File: config.mk
export PLATFORM = sky130hd
export DESIGN_NAME = uart_rx
export DESIGN_NICKNAME = d
export VERILOG_FILES = /design/src/rtl/uart_rx.sv
export SDC_FILE = /design/constraint.sdc
export NUM_CORES = 1
export LEC_CHECK = 0
export BUFFER_PORTS_ARGS = -buffer_cell sky130_fd_sc_hd__clkbuf_2
export CAP_MARGIN = 20
export CORE_ASPECT_RATIO = 0.6
export CORE_UTILIZATION = 52
export DETAILED_ROUTE_END_ITERATION = 8
export PLACE_DENSITY_LB_ADDON = 0.3
export REMOVE_ABC_BUFFERS = 1
export SYNTH_ARGS = -nofsm -noshare
export SYNTH_HDL_FRONTEND = slang
export SYNTH_SLANG_ARGS = --single-unit
File: constraint.sdc
create_clock -name clk -period 1.9 [get_ports clk]
set_clock_uncertainty 0.1 [all_clocks]
set_input_delay 0.38 -clock clk [delete_from_list [all_inputs] [get_ports clk]]
set_output_delay 0.38 -clock clk [all_outputs]
set_load 0.02 [all_outputs]
File: src/rtl/uart_rx.sv
`timescale 1ns/1ps
// uart_rx
//   Receive half of the UART link. Samples the serial line at the bit centre,
//   deserialises one 8N1 frame (start, 8 data bits LSB first, stop) and
//   presents the byte with a one-cycle strobe. Defaults match uart_tx,
//   including its inverted payload polarity on the wire.
//
// Ports
//   clk        system clock (single domain)
//   rst        asynchronous, active-low reset
//   rx         serial line, asynchronous to clk, idles high
//   rx_data    last good byte, held until the next good frame
//   rx_valid   one-cycle pulse: good frame completed, rx_data is new
//   frame_err  one-cycle pulse: stop bit sampled low
//   busy       high whenever the receiver is not idle
module uart_rx #(
  parameter int BAUD_RATE   = 115_200,
  parameter int CLOCK_SPEED = 50_000_000,
  parameter int BAUD_WIDTH  = int'(CLOCK_SPEED / BAUD_RATE),
  parameter int HALF_WIDTH  = BAUD_WIDTH / 2,
  parameter bit INVERT_DATA = 1'b1
) (
  input  logic       clk,
  input  logic       rst,
  input  logic       rx,
  output logic [7:0] rx_data,
  output logic       rx_valid,
  output logic       frame_err,
  output logic       busy
);

  localparam int CNT_W = $clog2(BAUD_WIDTH);
  localparam logic [CNT_W-1:0] CNT_BAUD_LAST = CNT_W'(BAUD_WIDTH - 1);
  localparam logic [CNT_W-1:0] CNT_HALF_LAST = CNT_W'(HALF_WIDTH - 1);

  typedef enum logic [3:0] {
    IDLE  = 4'b0001,
    START = 4'b0010,
    DATA  = 4'b0100,
    STOP  = 4'b1000
  } state_t;

  state_t           state;
  state_t           state_nxt;
  logic             rx_meta;
  logic             rx_s;
  logic             rx_d;
  logic             fall;
  logic [CNT_W-1:0] cnt;
  logic [2:0]       bit_idx;
  logic [7:0]       sh;

  logic             cnt_run;
  logic             cnt_clr;
  logic             shift_en;
  logic             bit_clr;
  logic             bit_inc;
  logic             load_byte;
  logic             ferr_set;

  // Two-flop synchroniser plus one history flop for edge detection. All
  // reset to the idle line level so reset release never looks like an edge.
  always_ff @(posedge clk or negedge rst) begin
    if (!rst) begin
      rx_meta <= 1'b1;
      rx_s    <= 1'b1;
      rx_d    <= 1'b1;
    end else begin
      rx_meta <= rx;
      rx_s    <= rx_meta;
      rx_d    <= rx_s;
    end
  end

  // Only a high-to-low transition starts a frame; a line stuck low is ignored.
  assign fall = rx_d & ~rx_s;

  always_ff @(posedge clk or negedge rst) begin
    if (!rst) begin
      state <= IDLE;
    end else begin
      state <= state_nxt;
    end
  end

  always_comb begin
    state_nxt = state;
    cnt_run   = 1'b0;
    shift_en  = 1'b0;
    bit_clr   = 1'b0;
    bit_inc   = 1'b0;
    load_byte = 1'b0;
    ferr_set  = 1'b0;
    unique case (state)
      IDLE: begin
        if (fall) begin
          state_nxt = START;
        end
      end
      START: begin
        cnt_run = 1'b1;
        if (cnt == CNT_HALF_LAST) begin
          if (!rx_s) begin
            state_nxt = DATA;
            bit_clr   = 1'b1;
          end else begin
            state_nxt = IDLE;
          end
        end
      end
      DATA: begin
        cnt_run = 1'b1;
        if (cnt == CNT_BAUD_LAST) begin
          shift_en = 1'b1;
          if (bit_idx == 3'd7) begin
            state_nxt = STOP;
          end else begin
            bit_inc = 1'b1;
          end
        end
      end
      STOP: begin
        cnt_run = 1'b1;
        // Leaving at the stop-bit centre leaves half a bit to catch a
        // back-to-back start edge.
        if (cnt == CNT_BAUD_LAST) begin
          state_nxt = IDLE;
          if (rx_s) begin
            load_byte = 1'b1;
          end else begin
            ferr_set = 1'b1;
          end
        end
      end
      default: begin
        state_nxt = IDLE;
      end
    endcase
  end

  assign cnt_clr = (state_nxt != state) || shift_en || !cnt_run;

  always_ff @(posedge clk or negedge rst) begin
    if (!rst) begin
      cnt <= '0;
    end else if (cnt_clr) begin
      cnt <= '0;
    end else begin
      cnt <= cnt + 1'b1;
    end
  end

  always_ff @(posedge clk or negedge rst) begin
    if (!rst) begin
      bit_idx <= '0;
    end else if (bit_clr) begin
      bit_idx <= '0;
    end else if (bit_inc) begin
      bit_idx <= bit_idx + 1'b1;
    end
  end

  // Right shift with the newest bit entering at the MSB: after eight
  // samples the first-received bit sits at sh[0].
  always_ff @(posedge clk or negedge rst) begin
    if (!rst) begin
      sh <= '0;
    end else if (shift_en) begin
      sh <= {rx_s, sh[7:1]};
    end
  end

  always_ff @(posedge clk or negedge rst) begin
    if (!rst) begin
      rx_data   <= '0;
      rx_valid  <= 1'b0;
      frame_err <= 1'b0;
    end else begin
      rx_valid  <= load_byte;
      frame_err <= ferr_set;
      if (load_byte) begin
        rx_data <= INVERT_DATA ? ~sh : sh;
      end
    end
  end

  assign busy = (state != IDLE);

endmodule

### Yosys cells after proc, flatten, opt, wreduce, memory -nomap -nowiden

Cells that the tools add are included.

| cells by class | value |
|---|---|
| $add $sub $neg | 2 |
| bitwise operators | 3 |
| multiplexer cells | 24 |
| reductions and logical operators | 5 |
| equal/unequal tests | 9 |

Operators with widths:

| cell | number |
|---|---|
| $mux W4 | 5 |
| $pmux W4 S4 | 1 |
| $mux W1 | 14 |
| $add A9 B1 Y9 const B | 1 |
| $eq A9 B8 Y1 const B | 1 |
| $eq A9 B9 Y1 const B | 1 |
| $mux W3 | 3 |
| $mux W9 | 1 |
| $not A8 Y8 | 1 |
| $eq A4 B1 Y1 const B | 1 |
| $eq A4 B2 Y1 const B | 1 |
| $eq A4 B3 Y1 const B | 1 |
| $eq A4 B4 Y1 const B | 1 |
| $ne A4 B1 Y1 const B | 1 |
| $ne A4 B4 Y1 | 1 |
| $add A3 B1 Y3 const B | 1 |
| $eq A3 B3 Y1 const B | 1 |
| $reduce_or A3 Y1 | 1 |
| $logic_or A1 B1 Y1 | 2 |
| $reduce_bool A2 Y1 | 1 |
| $and A1 B1 Y1 | 1 |
| $logic_not A1 Y1 | 1 |
| $not A1 Y1 | 1 |

| word-level totals | value |
|---|---|
| bits of input ports | 3 |
| word-level logic and storage cells | 53 |
| bits in registers | 37 |

### Depth between registers and ports, before layout

Gate-level depths: netlist of the first run.

| depth | value |
|---|---|
| word-level depth | 8 |
| depth in mapped cells | 8 |

### Worst setup path before layout of the first run

No wires, ideal clock.

| timing path | value |
|---|---|
| kind | reg-to-reg |
| start point | reg state[0] |
| end point | reg state[0] |
| setup slack | 0.003 ns |
| cell stages (with the launch flop) | 5 |
| clock period less this slack | 1.897 ns |
| data required time | 1.715 ns |
| arrival | 1.712 ns |
| library setup time | 0.085 ns |
| buffers on the path | 0 |
| cells stage by stage | dfstp_2 > or4b_1 > or3b_1 > o21ai_0 > nand3_1 |

| between the ends | value |
|---|---|
| cells in the longest elaborated chain, start to end | 3 |

RTL lines:

| item | line | source |
|---|---|---|
| start: declaration | 43 | `state_t state;` |
| start signal: assignment | 82 | `state <= state_nxt;` |
| $mux W4 | 115 | `if (bit_idx == 3'd7) begin` |
| $mux W4 | 113 | `if (cnt == CNT_BAUD_LAST) begin` |
| $pmux W4 S4 * | 94 | `unique case (state)` |
| named net state_nxt[0] | 44 | `state_t state_nxt;` |

The timed path passes the listed nets; every way through them passes the cells marked *.
A chain may end at the register's enable or synchronous reset.

### Worst setup path after layout of the first run

| timing path | value |
|---|---|
| start point | reg state[0] |
| end point | out busy |

| between the ends | value |
|---|---|
| cells in the longest elaborated chain, start to end | 1 |

RTL lines:

| item | line | source |
|---|---|---|
| $ne A4 B1 Y1 | 187 | `assign busy = (state != IDLE);` |
| end: declaration | 29 | `output logic busy` |

Every way passes these cells.

==> results of run 1 <==
what timing repair did:
item                                   CTS  global route
setup endpoints to repair               13            14
gates resized for setup                  7             4
gates cloned                             0             0
endpoints found under the hold margin   14             0
hold buffers                             1             0
pin swaps                                0             1
buffers inserted                         3             0
area by class of cell:
type	count	area [um^2]	share of cell area
clock buffer	6	72.6	0.0358
inverter	2	7.51	0.00370
clock inverter	2	10.0	0.00494
sequential	37	933	0.460
tap	42	52.6	0.0259
multi-input combinational	96	724	0.357
timing repair buffer	28	228	0.112
state kept, by name (all words and copies together) (netlist names), 3 cells and up:
name and flops:
sh 8, bit_idx 3, state 4, rx_data 8
cnt 9
worst reg2reg max path: stages, from the launching register on:
cell,delay [ns]
dfstp_2,0.55
or4b_4,0.49
or3b_1,0.42
o21ai_1,0.11
nand3_1,0.10
final timing paths:
kind | startpoint | endpoint | slack, ns | cells after the start
worst max-delay path | state[0] | busy | -0.07 | 2
worst min-delay path | rx | rx_meta | 0.07 | 1
worst max register to register | state[0] | state[0] | 0.06 | 4
worst min register to register | rx_meta | rx_s | 0.26 | 0
max in group asynchronous | rst | state[0] | 0.68 | 3
min in group asynchronous | rst | cnt[5] | 0.48 | 2
report_power, final:
group / switching [uW] / total [uW] / internal, uW
registers: 6.72 / 808 / 801
clock network: 272 / 526 / 254
logic: 52.1 / 98.6 / 46.4
through the flow:
| step | instances | area [um^2] |
|---|---|---|
| floorplan | 135 | 1640 |
| global placement | 201 | 1880 |
| detailed placement | 201 | 1880 |
| CTS | 213 | 2020 |
| global route | 213 | 2030 |
| finish | 213 | 2030 |
per-layer routing:
metal | vias up | global-route usage
met5 | - | 0
met4 | 0 | 0.104
met3 | 2 | 0.0656
met2 | 39 | 0.282
met1 | 534 | 0.324
li1 | 541 | -
synth_stat cells (2+ instances only):
master / count / share of area
dfrtp_1: 33 / 0.49
nand2_1: 17 / 0.038
o21ai_0: 9 / 0.027
mux2_2: 8 / 0.053
nor2_2: 7 / 0.026
xnor2_1: 7 / 0.036
nor2_1: 6 / 0.013
ha_1: 5 / 0.037
dfstp_2: 4 / 0.062
buf_2: 3 / 0.0089
buf_6: 3 / 0.020
nand3_1: 3 / 0.0089
nor3_1: 3 / 0.0089
and4b_1: 2 / 0.012
inv_1: 2 / 0.0044
mux2i_1: 2 / 0.012
nor4b_1: 2 / 0.010
or4b_1: 2 / 0.012
xor2_1: 2 / 0.010
cell usage in the layout, fill, tap and decap left out, types with 3 or more instances in the layout:
cell	instances
mux2_2	8
xnor2_1	7
nand2_1	17
dfrtp_1	31
ha_1	5
buf_12	3
dfstp_2	4
nor2_1	6
clkbuf_2	12
nor3_1	3
nor2_2	7
buf_4	11
nand3_1	3
clkbuf_8	5
o21ai_0	8
cell families after synthesis:
group           after synthesis
simple gates                 57
buf+inv                       9
compound gates               15
fa+ha+maj                     5
mux                          10
flops                        37
xor+xnor                      9
==> metrics.md, run 1 <==
| Metric | Value |
|---|---|
| Hold crit path type | `input pin to flip-flop` |
| Pwr Total | `1430 uW` |
| FFs w/ async S/R, synth | `1.00` |
| Post-synth EDFFs | `0` |
| Share of layout cells above drive strength 1 | `0.386` |
| Leak pwr | `0.000932 uW` |
| Post-layout util | `0.680` |
| Slew Limit Fails | `0` |
| Vias per inst | `roughly 5.2` |
| Num CTS Buffers | `5` |
| # rows | `15` |
| XOR/XNOR share of the synthesized area | `0.0465` |
| Final Worst Setup Slack | `-0.0687 ns` |
| Dominant synthesized flop cell | `dfrtp_1` |
| Main combinational cell family by area after synthesis | `simple AND/OR/NAND/NOR gates` |
| Tmin final | `a little under 2 ns` |
| Crit path DAT | `1.49 ns` |
| Setup TNS | `-0.0687 ns` |
| Post-synthesis compound-gate area fraction | `0.0532` |
| Critical-path cell list | `or4b_4, buf_8` |
| Seq/Total Area, Yosys | `0.549` |
| Critical path buffer and inverter count | `1` |
| Cell variety after synth | `41` |
| Status | `complete, but fails checks` |
| Post-synthesis cell area | `approximately 1700 um^2` |
| Routability cong. | `0.917` |
| Hold slack | `0.0703 ns` |
| Area delta synth->final | `19.7%` |
| Fmax | `between 500 and 600 MHz` |
| Fillers | `211` |
| Synth Area in Adders | `0.0369` |
| Met3 routed WL | `272 um` |
| Final ANT Viol Nets | `0` |
| Max VDD drop | `about 0.56 mV` |
| Highest Signal Layer | `met4` |
| Area of the die | `3500 um^2` |
| Worst path top cell family by delay | `flip-flops` |
| Root buffer cell | `clkbuf_8` |
| CP endpoint kind | `output port` |
| Slowest-stage cell, CP | `dfstp_2` |
| Post-synthesis mux area share | `0.0650` |
| Final hold viol count | `0` |
| Peak per-stage delay on the critical path | `0.55 ns` |
| WL/cell | `14.6 um` |
| Number of remaining DRC errors | `0` |
| Vias in the first global route | `between 1000 and 1500` |
| Crit path kind | `flip-flop to output port` |
| CP Launch Type | `flip-flop` |
| Period utilisation layout | `1.04` |
| Pwr Density | `between 700 and 800 nW/um^2` |
| Pre-CTS setup slack | `-0.109 ns` |
| DR vias | `1116` |
| Final nets | `178` |
| Clk slew on worst S/H paths | `0.08 ns` |
| Worst path required time | `1.42 ns` |
| Die width | `about 76 um` |
| Post-synthesis cell count | `between 100 and 150` |
| Number of I/O port buffers | `13` |
| Initial core utilization | `0.568` |
| Tightest Pin Transition | `0.489 ns` |
| Number of antenna diodes | `0` |
| Critical-path maximum fanout | `3` |
| IO Pins | `14` |
| Yosys reg bits | `37` |
| Slew HR | `0.674` |
| CTS tree | `yes` |
| Metal2 WL | `1.27 mm` |
| Clock tree buffer depth | `2` |
| Max Cap Viol | `0` |
| Final Routed Wirelength | `3.12 mm` |
| Antenna violations before repair | `0` |
| Remaining global-route overflow | `0` |
| Die H | `46.2 um` |
| Post-Synth Simple-Gate Area | `0.213` |
| GRT Total Usage | `0.217` |
| First-pass GRT wire length | `5.16 mm` |
| Largest net degree at the start of global routing | `21` |
| RSZ-0062 raised after global routing | `true` |
| DPL Wire Length | `about 2.3 mm` |
| Final setup fails | `1` |
| Worst-skew pair later-pin latency | `between 0.2 and 0.3 ns` |
| Pre-Repair DR Iteration Count | `4` |
| Clock Sinks | `37` |
| Iter 0 DRT Violations | `102` |
| Core Box Area | `2980 um^2` |
| Yosys warning count | `0` |
| Failing checks | `setup timing` |
| Syn avg cell area | `~12 um^2` |
| CTS H-tree lvls | `2` |
| Metal-1 WL | `1.57 mm` |
Note: power is estimated with default switching activity, not from simulation.
==> run 2, diff against run 1 <==
--- a/config.mk
+++ b/config.mk
@@ -12,6 +12,8 @@
 export DETAILED_ROUTE_END_ITERATION = 8
 export PLACE_DENSITY_LB_ADDON = 0.3
 export REMOVE_ABC_BUFFERS = 1
+export SETUP_SLACK_MARGIN = 0.15
+export SKIP_CTS_REPAIR_TIMING = 1
 export SYNTH_ARGS = -nofsm -noshare
 export SYNTH_HDL_FRONTEND = slang
 export SYNTH_SLANG_ARGS = --single-unit
==> run 2 against run 1 <==
The flow still finishes with violations (setup timing). Routed wire length up 18%. Total power is 1.3% higher. Worst setup slack worse by 0.051 ns. Die area stayed put. Cell area increased by 4.9%. Utilization increased by 3.4 points. Critical path depth unchanged. Register-to-register slack got worse by 0.07 ns. Final cell count is 1.9% higher. Combinational power barely moved. Global-route usage down 0.72 points. Largest cell class unchanged.
==> metrics.md, run 2 (synthesis results as in run 1) <==
| Metric | Value |
|---|---|
| Status | `complete, but fails checks` |
| Failing checks | `setup timing` |
| Crit path kind | `flip-flop to output port` |
| # rows | `15` |
| Pre-CTS setup slack | `-0.109 ns` |
| Die H | `~46 um` |
| Footprint of the multi-input gates | `800 um^2` |
| CTS tree | `yes` |
| Pre-Repair DR Iteration Count | `4` |
| Worst R2R Path Depth | `4` |
| DR vias | `1161` |
| Register Area | `a little over 900 um^2` |
| Final ANT Viol Nets | `0` |
| CP Launch Type | `flip-flop` |
| Biggest regs | `cnt x9, rx_data x8, sh x8` |
| DPL Wire Length | `about 2.3 mm` |
| WHS Path Cells | `1` |
| Core Box Area | `2980 um^2` |
| Final setup fails | `4` |
| Slowest-stage cell, CP | `dfstp_2` |
| Final hold viol count | `0` |
| Max Cap Viol | `0` |
| CP endpoint kind | `output port` |
| Vias per inst | `approximately 5.4` |
| Final nets | `between 150 and 200` |
| Most frequent cells in the layout | `32 x dfrtp_1, 16 x nand2_1, 15 x buf_4` |
| Met1 Track Usage GR | `0.323` |
| Clock tree buffer depth | `2` |
| First-pass GRT wire length | `5.00 mm` |
| GRT Total Usage | `0.209` |
| M3 GR Usage | `0.0591` |
| Hold slack | `0.0628 ns` |
| Met2 usage | `0.266` |
| Area delta synth->final | `25.6%` |
| Max VDD drop | `0.570 mV` |
| Tightest Pin Transition | `0.550 ns` |
| Period utilisation layout | `1.06` |
| Reg2reg setup slack | `-0.01 ns` |
| WL/cell | `16.9 um` |
| Hold_sp | `rx` |
| Share of layout cells above drive strength 1 | `0.429` |
| Initial core utilization | `0.568` |
| Commonest non-fill, non-tap cell in the layout | `dfrtp_1` |
| Vias in the first global route | `a little over 1000` |
| CTS H-tree lvls | `2` |
| Die width | `75.7 um` |
| Num CTS Buffers | `5` |
| Area of the die | `3500 um^2` |
| Root buffer cell | `clkbuf_8` |
| Number of I/O port buffers | `13` |
| RSZ-0062 raised after global routing | `true` |
| Worst path required time | `1.42 ns` |
| Number of antenna diodes | `0` |
| Post-layout util | `0.713` |
| Slew Limit Fails | `0` |
| Slew HR | `0.632` |
| Number of remaining DRC errors | `0` |
| Remaining global-route overflow | `0` |
| Crit path DAT | `1.54 ns` |
| Largest net degree at the start of global routing | `21` |
| Most flop-heavy register | `cnt` |
| Iter 0 DRT Violations | `between 70 and 80` |
| Final Worst Setup Slack | `-0.119 ns` |
| Reg-to-reg endpoint | `bit_idx[2]` |
| Final Routed Wirelength | `between 3 and 4 mm` |
| Clk slew on worst S/H paths | `around 0.08 ns` |
| Critical-path cell list | `or4b_4, buf_6` |
| Reg2Reg Launch Point | `state[3]` |
| GR peak layer | `met1` |
| Fmax | `slightly below 500 MHz` |
| Tmin final | `2.02 ns` |
| Fillers | `199` |
| Leak pwr | `0.000973 uW` |
| Antenna violations before repair | `0` |
| Hold crit path type | `input pin to flip-flop` |
| Critical-path maximum fanout | `5` |
| Pwr Density | `682 nW/um^2` |
| Worst-skew pair later-pin latency | `~0.30 ns` |
| Worst Setup SP | `state[0]` |
| IO Pins | `14` |
| WHS Endpoint | `rx_meta` |
| Routability cong. | `0.917` |
| Number of flip-flops in the largest register | `9` |
| Peak per-stage delay on the critical path | `0.59 ns` |
| Clock Sinks | `37` |
## run 2: cell types whose count changed in the layout (fill, tap and decap cells not counted), moves of 2 or more
cell | before | now
ha_1 | 5 | 3
buf_4 | 11 | 15
nor2_2 | 7 | 0
nor2_4 | 1 | 8
## run 2: power by group
| group | total (uW) | leakage [uW] | switching [uW] | internal (uW) |
|---|---|---|---|---|
| Sequential | 814 | 0.000501 | 12.7 | 801 |
| Combinational | 102 | 0.000427 | 53.3 | 48.2 |
| Clock | 535 | 0.0000450 | 281 | 254 |
## run 2: critical path, delay by kind of cell, from the launching register on
family | cells | cell delay [ns]
DFF | 1 | 0.59
and+or+nand+nor | 1 | 0.50
buffers and inverters | 1 | 0.15
## run 2: layout make-up
type,count,share of cell area
sequential,37,0.438
multi-input combinational,96,0.376
tap,42,0.0247
inverter,2,0.00353
clock inverter,2,0.00470
clock buffer,6,0.0341
timing repair buffer,32,0.119
## run 2: how the worst max path moves through the flow
stage                 endpoint  slack, ns
floorplan             state[0]      0.003
global placement         sh[5]       0.02
detailed placement  bit_idx[2]      -0.11
CTS                       busy      -0.18
global route              busy      -0.14
finish                    busy      -0.12
## run 2: layer usage
layer / vias up / share of wire
li1: 551 / -
met1: 562 / 0.48
met2: 41 / 0.43
met3: 7 / 0.068
met4: 0 / 0.020
met5: - / 0
## run 2: per-stage QoR
step	std cells	area [um^2]	TNS (ns)	power, uW
CTS	209	1960	-1.31	1420
global placement	201	1880	0	891
finish	217	2130	-0.141	1450
global route	217	2130	-0.377	1490
detailed placement	201	1880	-0.800	893
floorplan	135	1640	0	853
